### config.mk
export PLATFORM = sky130hd
export DESIGN_NAME = bsg_manycore_spmd_run_ctrl
export DESIGN_NICKNAME = d
export VERILOG_FILES = /design/src/rtl/bsg_manycore_spmd_run_ctrl_pkg.sv /design/src/rtl/bsg_manycore_spmd_run_ctrl_fifo.sv /design/src/rtl/bsg_manycore_spmd_run_ctrl.sv
export SDC_FILE = /design/constraint.sdc
export NUM_CORES = 1
export LEC_CHECK = 0
export BUFFER_PORTS_ARGS = -buffer_cell sky130_fd_sc_hd__buf_2
export CORE_ASPECT_RATIO = 1.75
export CORE_MARGIN = 3
export CORE_UTILIZATION = 55
export CTS_BUF_LIST = sky130_fd_sc_hd__clkbuf_4 sky130_fd_sc_hd__clkbuf_8
export DETAILED_ROUTE_END_ITERATION = 8
export PLACE_DENSITY = 0.76
export SYNTH_ARGS = -nofsm -noshare
export SYNTH_HDL_FRONTEND = slang
export SYNTH_SLANG_ARGS = --single-unit
### constraint.sdc
create_clock -name clk_i -period 4 [get_ports clk_i]
set_input_delay 0.6 -clock clk_i [delete_from_list [all_inputs] [get_ports clk_i]]
set_output_delay 0.6 -clock clk_i [all_outputs]
set_load 0.03 [all_outputs]
### src/rtl/bsg_manycore_spmd_run_ctrl_pkg.sv
// Shared types for the SPMD run controller: FSM state encoding and release-time helper.
// The stat record struct depends on module widths, so it is declared inside the top.
package bsg_manycore_spmd_run_ctrl_pkg;

    typedef enum logic [2:0] {
        eIdle    = 3'd0,
        eRelease = 3'd1,
        eRun     = 3'd2,
        eDone    = 3'd3,
        eTimeout = 3'd4
    } spmd_run_state_e;

    // Release-counter value at which pod k leaves reset.
    function automatic int release_thresh(input int k, input int depth, input int stagger);
        return depth + k * stagger;
    endfunction

endpackage

### src/rtl/bsg_manycore_spmd_run_ctrl_fifo.sv
// Small circular-buffer FIFO with valid/ready input and valid/yumi output.
module bsg_fifo_1r1w_small #(
    parameter int width_p = 8,
    parameter int els_p   = 4
) (
    input  logic               clk_i,
    input  logic               reset_i,
    input  logic               v_i,
    output logic               ready_o,
    input  logic [width_p-1:0] data_i,
    output logic               v_o,
    output logic [width_p-1:0] data_o,
    input  logic               yumi_i
);
    localparam int ptr_w_lp = (els_p > 1) ? $clog2(els_p) : 1;
    localparam int cnt_w_lp = $clog2(els_p + 1);

    logic [width_p-1:0]  mem_q [els_p];
    logic [ptr_w_lp-1:0] wptr_q, rptr_q;
    logic [cnt_w_lp-1:0] cnt_q;
    logic                enq_s, deq_s;

    function automatic logic [ptr_w_lp-1:0] next_ptr(input logic [ptr_w_lp-1:0] p);
        return (p == ptr_w_lp'(els_p - 1)) ? '0 : p + ptr_w_lp'(1);
    endfunction

    assign ready_o = (cnt_q != cnt_w_lp'(els_p));
    assign v_o     = (cnt_q != '0);
    assign enq_s   = v_i & ready_o;
    assign deq_s   = yumi_i & v_o;
    assign data_o  = mem_q[rptr_q];

    // Pointer and occupancy bookkeeping.
    always_ff @(posedge clk_i) begin
        if (reset_i) begin
            wptr_q <= '0;
            rptr_q <= '0;
            cnt_q  <= '0;
        end else begin
            wptr_q <= enq_s ? next_ptr(wptr_q) : wptr_q;
            rptr_q <= deq_s ? next_ptr(rptr_q) : rptr_q;
            case ({enq_s, deq_s})
                2'b10:   cnt_q <= cnt_q + cnt_w_lp'(1);
                2'b01:   cnt_q <= cnt_q - cnt_w_lp'(1);
                default: cnt_q <= cnt_q;
            endcase
        end
    end

    // Storage array write port.
    always_ff @(posedge clk_i) begin
        if (enq_s) begin
            mem_q[wptr_q] <= data_i;
        end
    end

endmodule

### src/rtl/bsg_manycore_spmd_run_ctrl.sv
// SPMD run controller: staggered pod reset release, global cycle counter, finish
// collection and timestamped print_stat queue. Watchdog: BSG_MANYCORE_SPMD_RUN_CTRL_WATCHDOG_EN.
module bsg_manycore_spmd_run_ctrl
    import bsg_manycore_spmd_run_ctrl_pkg::*;
#(
    parameter int num_pods_p    = 1,
    parameter int reset_depth_p = 3,
    parameter int stagger_p     = 0,
    parameter int ctr_width_p   = 32,
    parameter int data_width_p  = 32,
    parameter int stat_els_p    = 4,
    parameter int drop_width_p  = 8,
    parameter int max_cycles_p  = 1000000
) (
    input  logic                    clk_i,
    input  logic                    reset_i,
    input  logic                    tag_done_i,
    input  logic [num_pods_p-1:0]   finish_v_i,
    input  logic                    print_stat_v_i,
    input  logic [data_width_p-1:0] print_stat_tag_i,
    output logic [num_pods_p-1:0]   pod_reset_o,
    output logic [ctr_width_p-1:0]  global_ctr_o,
    output logic                    stat_v_o,
    output logic [data_width_p-1:0] stat_tag_o,
    output logic [ctr_width_p-1:0]  stat_cycle_o,
    input  logic                    stat_yumi_i,
    output logic [drop_width_p-1:0] stat_drop_o,
    output logic                    done_o,
    output logic                    timeout_o
);
    typedef struct packed {
        logic [data_width_p-1:0] tag;
        logic [ctr_width_p-1:0]  cycle;
    } stat_rec_s;

    localparam int rel_max_lp = release_thresh(num_pods_p - 1, reset_depth_p, stagger_p);
    localparam int rel_w_lp   = $clog2(rel_max_lp + 2);

    if (num_pods_p < 1 || reset_depth_p < 1 || stat_els_p < 2 || max_cycles_p < 1) begin : g_bad_params
        $error("bsg_manycore_spmd_run_ctrl: illegal parameter value");
    end

    spmd_run_state_e         state_q;
    logic [num_pods_p-1:0]   pod_reset_q, pod_reset_d;
    logic [num_pods_p-1:0]   fin_q, fin_d;
    logic [rel_w_lp-1:0]     rel_cnt_q, rel_cnt_d;
    logic [ctr_width_p-1:0]  ctr_q, ctr_d;
    logic [drop_width_p-1:0] drop_q, drop_d;
    logic                    done_q;
    logic                    active_s, all_rel_s, all_fin_s, push_s, fifo_ready_s;
    stat_rec_s               push_rec_s, head_rec_s;

    assign active_s  = (state_q == eRelease) || (state_q == eRun);
    assign rel_cnt_d = (state_q == eRelease) ? rel_cnt_q + rel_w_lp'(1) : '0;

    // Pods drop out of reset once the release count reaches their staggered threshold.
    always_comb begin
        pod_reset_d = pod_reset_q;
        if (state_q == eRelease) begin
            for (int k = 0; k < num_pods_p; k++) begin
                if (int'(rel_cnt_d) >= release_thresh(k, reset_depth_p, stagger_p)) begin
                    pod_reset_d[k] = 1'b0;
                end else begin
                    pod_reset_d[k] = pod_reset_q[k];
                end
            end
        end else begin
            pod_reset_d = pod_reset_q;
        end
    end

    assign all_rel_s = ~|pod_reset_d;

    // Finish pulses only count for released pods while running.
    always_comb begin
        fin_d = fin_q;
        if (state_q == eRun) begin
            fin_d = fin_q | (finish_v_i & ~pod_reset_q);
        end else begin
            fin_d = fin_q;
        end
    end

    assign all_fin_s = &fin_d;

    // Global counter runs from pod 0 release, saturates, and freezes once the run ends.
    always_comb begin
        ctr_d = ctr_q;
        if (active_s && !pod_reset_q[0] && (ctr_q != '1)) begin
            ctr_d = ctr_q + ctr_width_p'(1);
        end else begin
            ctr_d = ctr_q;
        end
    end

    assign push_s     = print_stat_v_i & active_s;
    assign push_rec_s = stat_rec_s'{tag: print_stat_tag_i, cycle: ctr_q};

    // A full queue drops the event even if the head is dequeued on the same edge.
    always_comb begin
        drop_d = drop_q;
        if (push_s && !fifo_ready_s && (drop_q != '1)) begin
            drop_d = drop_q + drop_width_p'(1);
        end else begin
            drop_d = drop_q;
        end
    end

`ifdef BSG_MANYCORE_SPMD_RUN_CTRL_WATCHDOG_EN
    logic wd_hit_s;
    logic timeout_q;
    assign wd_hit_s  = (state_q == eRun) && (ctr_q == ctr_width_p'(max_cycles_p - 1)) && !all_fin_s;
    assign timeout_o = timeout_q;

    // Sticky timeout flag, one cycle behind the FSM.
    always_ff @(posedge clk_i) begin
        if (reset_i) begin
            timeout_q <= 1'b0;
        end else begin
            timeout_q <= (state_q == eTimeout);
        end
    end
`else
    assign timeout_o = 1'b0;
`endif

    // Run FSM plus its registered datapath state.
    always_ff @(posedge clk_i) begin
        if (reset_i) begin
            state_q     <= eIdle;
            pod_reset_q <= '1;
            rel_cnt_q   <= '0;
            fin_q       <= '0;
            ctr_q       <= '0;
            drop_q      <= '0;
            done_q      <= 1'b0;
        end else begin
            pod_reset_q <= pod_reset_d;
            rel_cnt_q   <= rel_cnt_d;
            fin_q       <= fin_d;
            ctr_q       <= ctr_d;
            drop_q      <= drop_d;
            done_q      <= (state_q == eDone);
            case (state_q)
                eIdle:    state_q <= tag_done_i ? eRelease : eIdle;
                eRelease: state_q <= all_rel_s ? eRun : eRelease;
                eRun: begin
                    if (all_fin_s) begin
                        state_q <= eDone;
                    end
`ifdef BSG_MANYCORE_SPMD_RUN_CTRL_WATCHDOG_EN
                    else if (wd_hit_s) begin
                        state_q <= eTimeout;
                    end
`endif
                    else begin
                        state_q <= eRun;
                    end
                end
                eDone:    state_q <= eDone;
                eTimeout: state_q <= eTimeout;
                default:  state_q <= eIdle;
            endcase
        end
    end

    bsg_fifo_1r1w_small #(
        .width_p($bits(stat_rec_s)),
        .els_p  (stat_els_p)
    ) stat_fifo (
        .clk_i  (clk_i),
        .reset_i(reset_i),
        .v_i    (push_s),
        .ready_o(fifo_ready_s),
        .data_i (push_rec_s),
        .v_o    (stat_v_o),
        .data_o (head_rec_s),
        .yumi_i (stat_yumi_i)
    );

    assign pod_reset_o  = pod_reset_q;
    assign global_ctr_o = ctr_q;
    assign stat_tag_o   = head_rec_s.tag;
    assign stat_cycle_o = head_rec_s.cycle;
    assign stat_drop_o  = drop_q;
    assign done_o       = done_q;

endmodule

==> metrics.txt, run 1 <==
EDFF count, synth 256; fillers 1473; nets@finish 876; Crit. End Element primary output; die span in x 118 um; placer congestion estimate 0.769; Congestion Overflow GR 0; H-Tree Depth 2; Post-Syn Area 12000 um2; Hold WS 0.271 ns; GRT Util Overall 20.3%; CORE AREA 21200 um2; Setup Viol. Count Final 0; Placement Cell Area 13000 um2; met2 wire len 13.2 mm; Post-DRT Antenna Nets 0; Via density 5.72; max_slew headroom 31.5%; post-route cell area 13900 um2; vias in the first global route 7013; syn_area_per_cell 18.1 um2; Diodes inserted 0; Metal-1 WL 8.44 mm; synth cell count leaders edfxtp_1, mux4_2, dfxtp_1; Post-CTS Setup Repair Bufs 0; Clock Tree Buf Depth 3; final worst setup slack 0.848 ns; Top Layer Used met4; global-route wire length before repair 37.8 mm; static leakage 4.69 nW; die height 201 um; share of post-route cells with drive strength above 1 34.7%; Met3 Wirelength 1.26 mm; WP data required 3.40 ns; initial DRC count 632; Pins Over Slew Limit 0; worst-margin pin slew 1.01 ns; Post-Route Setup TNS 0 ns; post-route minimum period 3.15 ns; root buffer cell clkbuf_8; # Max-Cap Violations 0; crit path max fanout 36; startpoint class of the critical path register; clock slew at reported path FFs 0.07 ns; TritonCTS buffer count 42; RSZ-0062 raised after global routing false; Synth Area in Simple Gates 6.93%; Residual DRC 0; Yosys warnings 0; Routed WL per cell 20.7 um; Main synth FF type edfxtp_1; port buffer count 144; post-synthesis adder-cell area fraction 1.11%; skew final 0.0166 ns; initial antenna violation count 0; Detailed Place HPWL 15.0 mm; syn_nets 711; multiplexer area fraction after synthesis 12.4%; # hold bufs at CTS 0; Seq cells post-synth 314; Initial Util 56.5%; post-cts resize count 0; largest family of logic cells by synthesized area multiplexers; First-pass DRT Iterations 5; Synth Instances 663; hold crit path type in2reg; Fin. Hold Viols 0; sequential-to-total area share from yosys stat 73.9%; crit share post-route 78.8%; area growth from synthesis to layout 15.7%; final wirelength 23.8 mm; clk sinks 314; Worst-Skew Late Latency 0.55 ns; P per Cell Area 532 nW/um2; via count 6578; Peak VDD IR 0.000278 V; CTS tree yes; share of the synthesized area in the top cell type 64.2%; Synth area leaders edfxtp_1, mux4_2, dfxtp_1; die area 23700 um2; largest net degree at the start of global routing 65; Achievable Freq 0.317 GHz; Async S/R FF share, synth 0%; pre-CTS setup slack 1.02 ns; status complete, no violations; WS Path Type reg2out; num rows 70; Worst EP arrival 2.55 ns; most common cell in the netlist edfxtp_1; synth unique cells 49; complex-gate fraction of the synthesized area 2.82%; # IOs 146; post-synth top area cell edfxtp_1; xor and xnor fraction of the mapped netlist area 1.46%
## registers in the layout, summed over array words and instances, names as in the netlist, named ones only
name              count
stat_fifo.rptr_q      2
rel_cnt_q             3
stat_fifo.wptr_q      2
stat_drop_o           8
global_ctr_o         32
state_q               3
fin_q                 1
stat_fifo.mem_q     256
pod_reset_o           1
stat_fifo.cnt_q       3
done_o                1
## worst max-delay path, cell delays in order, from the launching register on
cell	delay (ns)
dfxtp_4	0.81
buf_4	0.37
mux4_2	0.57
buf_2	0.21
## metrics by stage
step / power, mW / instances / util [%]
finish: 7.37 / 1150 / 65.4
global route: 7.68 / 1150 / 65.4
CTS: 7.47 / 1150 / 65.4
detailed placement: 5.11 / 1072 / 61.4
global placement: 5.08 / 1072 / 61.4
floorplan: 4.73 / 663 / -
## cell families after synthesis
logic type / Yosys count
XOR/XNOR: 20
multiplexers: 68
adder cells (fa/ha/maj): 10
flip-flops: 314
AND/OR/NAND/NOR: 148
AO/OA/AOI/OAI: 59
other: 1
buffers and inverters: 43
## cells in the final DEF, fill, tap and decap left out, drive strengths merged, types with 16 or more instances in the layout
master / Yosys / routed
nor2: 39 / 39
nand2: 18 / 18
edfxtp: 256 / 256
xnor2: 17 / 17
o21ai: 16 / 16
clkbuf: 20 / 56
a21oi: 28 / 28
mux4: 64 / 64
dfxtp: 58 / 58
buf: 10 / 151
clkinv: 0 / 18
## power by group
group	internal [mW]	total (mW)	leakage (nW)	switching, mW
clock network	1.24	2.36	0.443	1.12
logic	0.517	1.27	1.44	0.754
registers	3.61	3.74	2.81	0.131
## final timing paths
check | startpoint | endpoint | slack, ns | cells past startpoint
hold / removal | print_stat_tag_i[26] | stat_fifo.mem_q[0][58] | 0.27 | 1
setup reg to reg | state_q[1] | stat_fifo.mem_q[2][62] | 1.09 | 3
setup / recovery | register | stat_cycle_o[8] | 0.85 | 3
hold reg to reg | stat_fifo.rptr_q[1] | register | 0.48 | 2
## area by class of cell
class / instances / area, um2 / area share (%)
Sequential cell: 314 / 8860 / 63.9
Multi-Input combinational cell: 306 / 2970 / 21.5
Clock buffer: 56 / 714 / 5.16
Clock inverter: 22 / 130 / 0.939
Timing Repair Buffer: 151 / 773 / 5.58
Inverter: 13 / 48.8 / 0.352
Tap cell: 288 / 360 / 2.60
## per-layer routing
metal,GRT usage (%),vias to the layer above
met2,37.4,210
met3,4.13,67
met4,9.06,0
li1,-,2976
met1,22.5,3325
met5,0,-
No activity file was read; power rests on OpenSTA's default activity.
==> run 2: changes to the inputs <==
==> constraint.sdc (replaced) <==
create_clock -name clk_i -period 3.1 [get_ports clk_i]
set_input_delay 0.465 -clock clk_i [delete_from_list [all_inputs] [get_ports clk_i]]
set_output_delay 0.465 -clock clk_i [all_outputs]
set_load 0.03 [all_outputs]
==> run 2 against run 1 <==
  * Sequential cell count did not move
  * Hold slack worse by 0.14 ns
  * Worst setup slack lost 0.45 ns
  * Combinational power up 39%
  * Non-clock buffer count grew 14
  * Utilization increased by 0.64 points
  * Global-route usage up 0.67 points
  * Clock power rose by 25%
  * Cell area grew 0.98%
  * Sequential power is 26% higher
  * Via count grew 1.9%
  * Largest power group unchanged
  * Count of clock-buffer cells in the layout rose by 3
==> metrics.txt, run 2 (synthesis gave the netlist of run 1 again) <==
status complete, no violations (unchanged); Achievable Freq 0.371 GHz; Congestion Overflow GR 0 (unchanged); hold worst-path end stat_fifo.mem_q[2][43] (was stat_fifo.mem_q[0][58]); Pins Over Slew Limit 0 (unchanged); final worst setup slack 0.403 ns (was 0.848 ns); Post-DRT Antenna Nets 0 (unchanged); P per Cell Area 674 nW/um2 (was 532 nW/um2); placed cell count 1086 (was 1072); H-Tree Depth 2 (unchanged); Detailed Place HPWL 15.9 mm (was 15.0 mm); num rows 70 (unchanged); Hold WS 0.132 ns (was 0.271 ns); placer congestion estimate 0.780 (was 0.769); Worst-Skew Late Latency 0.55 ns (about the same); post-cts resize count 0 (unchanged); skew final 0.0228 ns (was 0.0166 ns); fillers 1498 (was 1473); worst-margin pin slew 1.01 ns (about the same); Via density 5.77 (was 5.72); WP data required 3.57 ns (was 3.40 ns); WS Path Type reg2reg (was reg2out); RSZ-0062 raised after global routing false (unchanged); Initial Util 56.5% (unchanged); clock slew at reported path FFs 0.06 ns (was 0.07 ns); commonest cells after routing, fill and taps aside edfxtp_1, buf_2, mux4_2 (unchanged); # Max-Cap Violations 0 (unchanged); Post-CTS Setup Repair Bufs 0 (unchanged); initial antenna violation count 1 (was 0); flop-to-flop setup slack 0.40 ns (was 1.09 ns); die span in x 118 um (unchanged); static leakage 4.76 nW (was 4.69 nW); total power 9.43 mW (was 7.37 mW); die height 201 um (unchanged); # IOs 146 (unchanged); initial DRC count 559 (was 632); Clock Tree Buf Depth 3 (unchanged); # hold bufs at CTS 0 (unchanged); WHS Path Cells 1 (unchanged); Crit. End Element register (was primary output); Reg-to-Reg End global_ctr_o[30] (was stat_fifo.mem_q[2][62]); most common cell after layout, fill and taps aside edfxtp_1 (unchanged); Routed WL per cell 21.1 um (was 20.7 um); TritonCTS buffer count 43 (was 42); pre-CTS setup slack 0.448 ns (was 1.02 ns); Setup Viol. Count Final 0 (unchanged); Residual DRC 0 (unchanged); nets@finish 891 (was 876); Non-Filler Instances 1162 (was 1150); Fin. Hold Viols 0 (unchanged); Largest Register stat_fifo.mem_q (unchanged); crit path max fanout 9 (was 36); hold crit path type in2reg (unchanged); GRT Util Overall 20.9% (was 20.3%); post-route minimum period 2.70 ns; Peak VDD IR 0.000392 V (was 0.000278 V); Worst EP arrival 3.17 ns (was 2.55 ns); clk sinks 314 (unchanged); via count 6706 (was 6578); RR Startpoint global_ctr_o[1] (was state_q[1]); worst reg2reg path depth 6 (was 3); area growth from synthesis to layout 16.8% (was 15.7%); largest net degree at the start of global routing 58 (was 65); max_slew headroom 32.5% (was 31.5%); crit share post-route 87.0%; root buffer cell clkbuf_8 (unchanged); die area 23700 um2 (unchanged); vias in the first global route 7238 (was 7013); share of post-route cells with drive strength above 1 35.7% (was 34.7%); startpoint class of the critical path register (unchanged); global-route wire length before repair 38.8 mm (was 37.8 mm); CTS tree yes (unchanged); Post-Route Setup TNS 0 ns (unchanged); HP Start print_stat_tag_i[11] (was print_stat_tag_i[26]); final wirelength 24.6 mm (was 23.8 mm); First-pass DRT Iterations 5 (unchanged); port buffer count 144 (unchanged); CORE AREA 21200 um2 (unchanged); max reg flops 256 (unchanged)
## run 2: worst max-delay path by stage
stage | startpoint | end | slack (ns) | depth (start not counted)
final | global_ctr_o[1] | global_ctr_o[30] | 0.40 | 6
after CTS | register | stat_cycle_o[21] | 0.37 | 3
after detailed placement | global_ctr_o[1] | global_ctr_o[30] | 0.45 | 6
after floorplan | global_ctr_o[0] | global_ctr_o[30] | 0.41 | 7
after global routing | global_ctr_o[1] | global_ctr_o[30] | 0.26 | 6
after global placement | global_ctr_o[1] | global_ctr_o[30] | 0.53 | 6
## run 2: worst max-delay path, cell delays in order, from the launching register on
cell and delay (ns):
dfxtp_1 0.46, ha_1 0.30, nand3_4 0.12, or4_4 0.52, or4b_1 0.61, or4_1 0.46
a21oi_1 0.16
## run 2: layout make-up
cell class              count  area, um2  area share, %
diodes                      1       2.50         0.0179
well taps                 288        360           2.58
flip-flops and latches    314       8860           63.3
inverters                  13       48.8          0.349
clock buffers              59        712           5.09
clock inverters            16       81.3          0.581
multi-input cells         306       2980           21.3
repair buffers            165        953           6.81
## run 2: report_power, final
| part | internal, mW | switching [mW] | total [mW] |
|---|---|---|---|
| sequential | 4.66 | 0.0661 | 4.73 |
| combinational | 0.688 | 1.08 | 1.76 |
| clock | 1.50 | 1.44 | 2.94 |
## run 2: metal layers
metal / GRT usage [%] / wire length, um / up-vias
li1: - / - / 3003
met5: 0 / 0 / -
met3: 3.71 / 1230 / 59
met4: 10.1 / 923 / 0
met1: 22.8 / 8660 / 3420
met2: 39.1 / 13800 / 224
## run 2: stage by stage
step	utilization [%]	instance area (um2)
floorplan	-	12000
global placement	62.3	13200
detailed placement	62.3	13200
CTS	66.0	14000
global route	66.0	14000
finish	66.0	14000
